==> src/rtl/serial_subtractor.sv <==
// Bit-serial subtractor: diff = a - b - borrow_in, one bit per clock, LSB first,
// through a single full-subtractor cell and a borrow flip-flop.
module serial_subtractor #(
  parameter int WIDTH = 8
) (
  input  logic             clk,
  input  logic             rst_n,
  input  logic             start_i,
  input  logic [WIDTH-1:0] a_i,
  input  logic [WIDTH-1:0] b_i,
  input  logic             borrow_in_i,
  output logic             busy_o,
  output logic             done_o,
  output logic [WIDTH-1:0] diff_o,
  output logic             borrow_out_o
);

  localparam int CW = (WIDTH > 1) ? $clog2(WIDTH) : 1;
  localparam logic [CW-1:0] LAST = CW'(WIDTH - 1);

  typedef enum logic [1:0] {IDLE, SHIFT, DONE} state_t;

  state_t           state_q, state_d;
  logic [WIDTH-1:0] a_q, a_d, b_q, b_d, diff_q, diff_d;
  logic             br_q, br_d, bout_q, bout_d;
  logic [CW-1:0]    cnt_q, cnt_d;
  logic             dbit, brn;

  // Full-subtractor cell on the current LSBs.
  always_comb begin
    dbit = a_q[0] ^ b_q[0] ^ br_q;
    brn  = (~a_q[0] & b_q[0]) | (~(a_q[0] ^ b_q[0]) & br_q);
  end

  always_comb begin
    state_d = state_q;
    a_d     = a_q;
    b_d     = b_q;
    diff_d  = diff_q;
    br_d    = br_q;
    bout_d  = bout_q;
    cnt_d   = cnt_q;
    case (state_q)
      IDLE: begin
        if (start_i) begin
          a_d     = a_i;
          b_d     = b_i;
          br_d    = borrow_in_i;
          cnt_d   = '0;
          state_d = SHIFT;
        end
      end
      SHIFT: begin
        diff_d = {dbit, diff_q[WIDTH-1:1]};
        a_d    = a_q >> 1;
        b_d    = b_q >> 1;
        br_d   = brn;
        // Counter parks at the last bit index rather than wrapping.
        if (cnt_q == LAST) begin
          bout_d  = brn;
          state_d = DONE;
        end else begin
          cnt_d = cnt_q + CW'(1);
        end
      end
      DONE:    state_d = IDLE;
      default: state_d = IDLE;
    endcase
  end

  always_ff @(posedge clk or negedge rst_n) begin
    if (!rst_n) begin
      state_q <= IDLE;
      a_q     <= '0;
      b_q     <= '0;
      diff_q  <= '0;
      br_q    <= 1'b0;
      bout_q  <= 1'b0;
      cnt_q   <= '0;
    end else begin
      state_q <= state_d;
      a_q     <= a_d;
      b_q     <= b_d;
      diff_q  <= diff_d;
      br_q    <= br_d;
      bout_q  <= bout_d;
      cnt_q   <= cnt_d;
    end
  end

  assign busy_o       = (state_q != IDLE);
  assign done_o       = (state_q == DONE);
  assign diff_o       = diff_q;
  assign borrow_out_o = bout_q;

endmodule

==> config.mk <==
export PLATFORM = sky130hd
export DESIGN_NAME = serial_subtractor
export DESIGN_NICKNAME = d
export VERILOG_FILES = /design/src/rtl/serial_subtractor.sv
export SDC_FILE = /design/constraint.sdc
export NUM_CORES = 1
export LEC_CHECK = 0
export CAP_MARGIN = 20
export CORE_ASPECT_RATIO = 1.75
export CORE_UTILIZATION = 40
export CTS_BUF_LIST = sky130_fd_sc_hd__clkbuf_8
export CTS_CLUSTER_DIAMETER = 80
export DETAILED_ROUTE_END_ITERATION = 8
export HOLD_SLACK_MARGIN = 0.02
export SLEW_MARGIN = 15
export SYNTH_ARGS = -nofsm -noshare
export SYNTH_HDL_FRONTEND = slang
export SYNTH_SLANG_ARGS = --single-unit
==> constraint.sdc <==
create_clock -name clk -period 1.7 [get_ports clk]
set_clock_uncertainty 0.2 [all_clocks]
set_input_delay 0.34 -clock clk [delete_from_list [all_inputs] [get_ports clk]]
set_output_delay 0.34 -clock clk [all_outputs]
set_load 0.05 [all_outputs]
* After elaboration in Yosys (flattened, before gate mapping)
Index checks and enable logic that the tools add are counted.
** Storage, ports and cells
- Output and inout port bits :: 11
- Bits of input ports :: 20
- Flip-flop bits (word level) :: 31
- Logic and storage cells :: 40
** Cells by class
- Mux-type cells :: 12
- $add $sub $neg :: 1
- Eq/ne operators :: 6
- Reductions and logical operators :: 7
- Bitwise gates (word level) :: 7
** Operators by type and width (number)
- $pmux W8 S2 :: 2
- $mux W8 :: 2
- $mux W3 :: 2
- $ne A2 B2 Y1 const B :: 3
- $pmux W3 S2 :: 1
- $reduce_and A2 Y1 :: 3
- $mux W2 :: 2
- $pmux W2 S2 :: 1
- $reduce_bool A2 Y1 :: 2
- $add A3 B1 Y3 const B :: 1
- $eq A3 B3 Y1 const B :: 1
- $reduce_and A3 Y1 :: 1
- $and A1 B1 Y1 :: 2
- $eq A2 B1 Y1 const B :: 1
- $eq A2 B2 Y1 const B :: 1
- $logic_not A2 Y1 :: 1
- $not A1 Y1 :: 2
- $pmux W1 S2 :: 1
- $xor A1 B1 Y1 :: 2
- $mux W1 :: 1
- $or A1 B1 Y1 :: 1

* Logic depth before layout (Yosys ltp)
Gate-level depths: netlist of run 1.
- Depth in word-level cells :: 5
- Mapped depth :: 4

* Worst setup path after synthesis of run 1
No wires, ideal clock.
- Path kind :: reg2out
- Start point :: register state_q[1]
- End point :: output done_o
- Required time :: 1.160 ns
- Stages on the path, launching flop included :: 4
- Arrival :: 1.520 ns
- Slack :: -0.360 ns
- Cell sequence :: dfrtp_1 > buf_2 > clkbuf_1 > nor2b_1
** On the way
- Cells in the longest elaborated chain, start to end :: 1
** RTL lines
- start, declared :: RTL line 23 : state_t state_q, state_d;
- start signal, assigned :: RTL line 81 : state_q <= state_d;
- $eq A2 B2 Y1 :: RTL line 92 : assign done_o = (state_q == DONE);
- end, declared :: RTL line 13 : output logic done_o,
Every way passes these cells.

* Final worst setup path of run 1
- Start point :: register state_q[0]
- End point :: output busy_o
** On the way
- Cells in the longest elaborated chain, start to end :: 1
** RTL lines
- $reduce_bool A2 Y1 :: RTL line 91 : assign busy_o = (state_q != IDLE);
- end, declared :: RTL line 12 : output logic busy_o,
Every way passes these cells.

==> results of run 1 <==
-- power by group --
group          internal (uW)  switching, uW
Combinational           1250           1100
Clock                    274            261
Sequential              1100            284
-- worst max-delay path, cell delays in order, from the launching register on --
cell	delay [ns]
dfrtp_2	0.42
buf_6	0.13
or2_4	0.23
buf_12	0.15
-- area by class of cell --
class / instances / share of cell area
inverters: 15 / 0.0249
flip-flops and latches: 31 / 0.344
multi-input cells: 77 / 0.310
clock inverters: 3 / 0.00553
well taps: 46 / 0.0254
repair buffers: 49 / 0.259
clock buffers: 5 / 0.0304
-- synthesized netlist by cell type, types with 2 or more instances --
| master | n | area share |
|---|---|---|
| ha_1 | 2 | 0.016 |
| o221a_2 | 4 | 0.029 |
| buf_2 | 7 | 0.022 |
| nor4b_1 | 12 | 0.067 |
| or4b_1 | 2 | 0.013 |
| nor4bb_1 | 2 | 0.013 |
| mux2_2 | 8 | 0.058 |
| nand3_1 | 2 | 0.0064 |
| inv_1 | 15 | 0.036 |
| or4b_2 | 2 | 0.013 |
| nor2b_1 | 2 | 0.0080 |
| a211o_1 | 3 | 0.017 |
| nor3b_1 | 12 | 0.058 |
| nand2b_1 | 5 | 0.020 |
| o221ai_1 | 2 | 0.011 |
| clkbuf_1 | 3 | 0.0072 |
| dfrtp_1 | 31 | 0.50 |
| a211oi_1 | 10 | 0.048 |
-- flip-flops by register name, indices dropped and copies added (netlist names) --
| register | flops |
|---|---|
| diff_o | 8 |
| b_q | 8 |
| cnt_q | 3 |
| borrow_out_o | 1 |
| br_q | 1 |
| state_q | 2 |
| a_q | 8 |
-- cell families after synthesis --
kind of cell | Yosys count | share of synthesized area
flip-flops | 31 | 0.495
AND/OR/NAND/NOR | 42 | 0.210
adder cells (fa/ha/maj) | 3 | 0.0288
AO/OA/AOI/OAI | 23 | 0.125
multiplexers | 9 | 0.0639
buffers and inverters | 27 | 0.0775
-- path summary, 6_finish.rpt --
check,start,end,slack [ns],depth (start not counted)
max in group asynchronous,rst_n,state_q[1]$_DFFE_PN0P_,0.89,2
min in group clk,a_q[1]$_DFFE_PN0P_,a_q[1]$_DFFE_PN0P_,0.33,2
setup reg to reg,state_q[0]$_DFFE_PN0P_,a_q[6]$_DFFE_PN0P_,0.02,4
setup / recovery,state_q[0]$_DFFE_PN0P_,busy_o,-0.05,3
hold reg to reg,a_q[1]$_DFFE_PN0P_,a_q[1]$_DFFE_PN0P_,0.33,2
hold / removal,rst_n,br_q$_DFFE_PN0P_,0.23,2
-- repair_timing --
action	4_1_cts	5_1_grt
resized for setup	5	5
buffers inserted	3	1
hold buffers	0	0
endpoints found under the setup margin	2	14
hold endpoints to repair	0	0
cloned	0	1
-- through the flow --
step                      total power [uW]  setup TNS, ns  instance area, um2  hold slack (ns)  worst slack [ns]
after CTS                             4260        -0.0931                2220            0.231           -0.0522
after global placement                3550          -2.79                2110            0.298            -0.197
final                                 4270        -0.0753                2260            0.231           -0.0466
after global routing                  4550         -0.200                2260            0.248           -0.0763
after detailed placement              3640          -3.42                2110            0.318            -0.239
after floorplan                       2680              0                1570           -0.156            0.0187
-- routing by layer --
metal / track usage / up-vias
met5: 0 / -
met4: 0.0882 / 0
met3: 0.0471 / 6
li1: - / 584
met2: 0.333 / 33
met1: 0.206 / 603
==> metrics, run 1 <==
status finished, violations left; failing checks setup timing; vias in the first global route 1284; Fmax achieved 573 MHz; CTS clk-pin slew, worst paths 0.06 ns; initial antenna violation count 0; Clock Latency Late Sink 0.28 ns; Top Metal Used met4; register area 778 um2; CTS Sinks 31; met2 wire length 1.82 mm; Post-Syn Instances 135; crit path launch type flop; # fillers 319; clk root buf clkbuf_8; Site Rows 29; ys async rst share 1.00; metal3 WL 130 um; fin util 0.611; M1 WL 1.46 mm; remaining antenna violation count 0; final wirelength 3.49 mm; Die W 49.3 um; Power Dens Cells 1890 nW/um2; sequential area share after synthesis 0.495; commonest non-fill, non-tap cells in the layout 29 x dfrtp_1, 19 x clkdlybuf4s50_1, 17 x inv_1; unrepaired setup endpoints after global routing yes; Slew HR 0.789; DPL Wire Length 2.45 mm; Ports 31; via density per instance 5.42; Final nets 202; Initial Util 0.423; TritonCTS buffer count 5; Final Hold Vio Count 0; DRT Pass-1 Iters 4; crit-path max FO 3; area of the multi-input gates 702 um2; layout cells sized above 1 0.328; total gr overflow 0; DR WL/cell 15.4 um; placed cell count 213; routability cong. 0.696; port bufs 30; clk buf depth 2; Syn. warnings 0; Final period util 1.03; DR vias 1226; # setup viols final 2; total die area 4180 um2; Cell Area, Synth 1570 um2; CP Data Required Time 1.16 ns; largest net degree at the start of global routing 32; Slew @ Worst Pin 0.313 ns; worst setup margin -0.0466 ns; Max Slew Vio Count 0; area of the core 3700 um2; # DRC 0; gr usage total 0.189; EDFF count, synth 0; Finished Layout Cells 226; Setup crit end kind primary output; Seq cells post-synth 31; prevailing post-synth register cell dfrtp_1; first-pass GRT wire length 5.95 mm; Arrival @ worst endpoint 1.21 ns; Min Clock Period, post-route 1.75 ns; Area Growth Syn to Fin 44.4%; Distinct cells, synth 29; crit path kind reg -> out; VDD IR max 0.00116 V; type of the worst min-delay path in -> async; Synth Net Count 158; leakage power 0.00100 uW; mean area per synthesized cell 11.6 um2; Starting DRT DRC Count 36; die height 84.8 um; CTS tree yes; htree depth 2; Max Cap Viol 0; n_diodes 0; most common cell after layout, fill and taps aside dfrtp_1
(Power assumes the default switching activity.)
==> run 2: changes to the inputs <==
GPL_TIMING_DRIVEN = 1   (was default)
SLEW_MARGIN = default   (was 15)
==> results of run 2 <==
Final layout, timing and power as in run 1 (identical DEF).
==> run 3: changes to the inputs <==
CORE_UTILIZATION = 38   (was 40)
REMOVE_ABC_BUFFERS = 1   (was default)
==> run 3 against run 2 <==
The run now ends clean. Clock-buffer cell count is 1 higher. Maximum frequency rose by 5.1%. Sequential power barely moved.
==> metrics, run 3 (synthesized netlist as in run 1, its figures left out) <==
DPL Wire Length 2.54 mm; area of the core 3900 um2; Clock Latency Late Sink 0.28 ns; most common cell after layout, fill and taps aside dfrtp_1; DR vias 1219; routability cong. 0.764; Crit Reg-Reg Startpoint state_q[1]$_DFFE_PN0P_; worst path cell trace buf_6 > buf_4 > or4b_1 > o221a_2; Post-Place Worst Slack -0.268 ns; VDD IR max 0.00104 V; CTS Sinks 31; Min Clock Period, post-route 1.66 ns; CTS clk-pin slew, worst paths 0.06 ns; CP Data Required Time 1.67 ns; Slew HR 0.806; Ports 31; # fillers 326; n_diodes 0; Sw Pwr 1630 uW; first-pass GRT wire length 5.83 mm; worst setup margin 0.0380 ns; sequential share of power 0.324; Starting DRT DRC Count 11; clock power share 0.136; Top delay family on crit path simple AND/OR/NAND/NOR gates; DRT Pass-1 Iters 2; Finished Layout Cells 226; total gr overflow 0; commonest non-fill, non-tap cells in the layout 29 x dfrtp_1, 19 x clkdlybuf4s50_1, 15 x inv_1, 15 x buf_4, 13 x buf_12; worst path bufs/invs 2; register area 778 um2; remaining antenna violation count 0; initial antenna violation count 0; Final nets 201; crit path kind reg -> reg; port bufs 30; die height 86.9 um; Final period util 0.978; DR WL/cell 15.3 um; clk root buf clkbuf_8; CTS tree yes; Largest stage delay, worst path 0.51 ns; Net Sw Frac 0.382; TritonCTS buffer count 5; Max Slew Vio Count 0; crit-path max FO 7; Max Cap Viol 0; worst setup path startpoint state_q[1]$_DFFE_PN0P_; Power Dens Cells 1900 nW/um2; gr usage total 0.178; type of the worst min-delay path in -> async; fin util 0.576; final wirelength 3.46 mm; Area Growth Syn to Fin 43.5%; Setup crit end kind flop; Site Rows 30; vias in the first global route 1301; clk buf depth 2; Fmax achieved 602 MHz; via density per instance 5.39; htree depth 2; crit path launch type flop; Arrival @ worst endpoint 1.63 ns; status finished, final reports clean; Worst path slowest cell or4b_1; power share of the combinational group 0.540; area of the multi-input gates 691 um2; Die W 50.5 um; P_int 2630 uW; Slew @ Worst Pin 0.288 ns; placed cell count 215; largest net degree at the start of global routing 32; Initial Util 0.401; total die area 4390 um2; leakage power 0.000991 uW; # setup viols final 0; Final Hold Vio Count 0; layout cells sized above 1 0.320; # DRC 0
## run 3: cell count changes in the layout (fill, tap and decap cells not counted), sizes merged
cell    previous run  this run
inv               17        15
buf               30        29
clkbuf             5         6
## run 3: worst reg2reg max path: cells and delay by family, from the launching register on
family | cells | cell delay, ns
AND/OR/NAND/NOR | 1 | 0.51
flip-flops | 1 | 0.44
buffers and inverters | 2 | 0.27
AO/OA/AOI/OAI | 1 | 0.13
## run 3: power groups by stage
stage / clock [uW] / combinational (uW) / sequential (uW)
2_1_floorplan: 0 / 850 / 1740
3_3_place_gp: 0 / 2170 / 1390
3_5_place_dp: 0 / 2250 / 1410
4_1_cts: 597 / 2320 / 1380
5_1_grt: 617 / 2480 / 1430
6_report: 581 / 2300 / 1380
## run 3: path summary, 6_finish.rpt
kind	slack [ns]	to	cells after the start
min reg2reg	0.33	b_q[3]$_DFFE_PN0P_	2
max reg2reg	0.04	b_q[6]$_DFFE_PN0P_	4
min in group clk	0.33	b_q[3]$_DFFE_PN0P_	2
max in group asynchronous	0.90	state_q[1]$_DFFE_PN0P_	2
max	0.04	b_q[6]$_DFFE_PN0P_	4
min	0.23	diff_o[6]$_DFFE_PN0P_	2
## run 3: layout make-up
type | count | area share
well taps | 48 | 0.0267
inverters | 15 | 0.0251
clock inverters | 1 | 0.00223
multi-input cells | 77 | 0.307
repair buffers | 48 | 0.256
clock buffers | 6 | 0.0367
flip-flops and latches | 31 | 0.346
## run 3: per-layer routing
layer,routed length (um),track usage
met5,0,0
met4,74,0.0909
met3,111,0.0436
met2,1920,0.314
met1,1360,0.192
## run 3: timing repair
action / 4_1_cts / 5_1_grt
pin swaps: 0 / 1
setup endpoints to repair: 2 / 6
gates resized for setup: 4 / 5
buffers inserted: 4 / 0
gates cloned: 0 / 0
hold buffers: 0 / 0
## run 3: stage by stage
step / hold slack (ns) / setup TNS, ns / total power (uW) / instance area [um2]
after global placement: 0.302 / -2.45 / 3560 / 2100
after CTS: 0.227 / 0 / 4300 / 2230
after floorplan: -0.156 / -3.60 / 2590 / 1500
after detailed placement: 0.314 / -3.16 / 3660 / 2100
final: 0.226 / 0 / 4260 / 2250
after global routing: 0.255 / -0.0000208 / 4520 / 2250
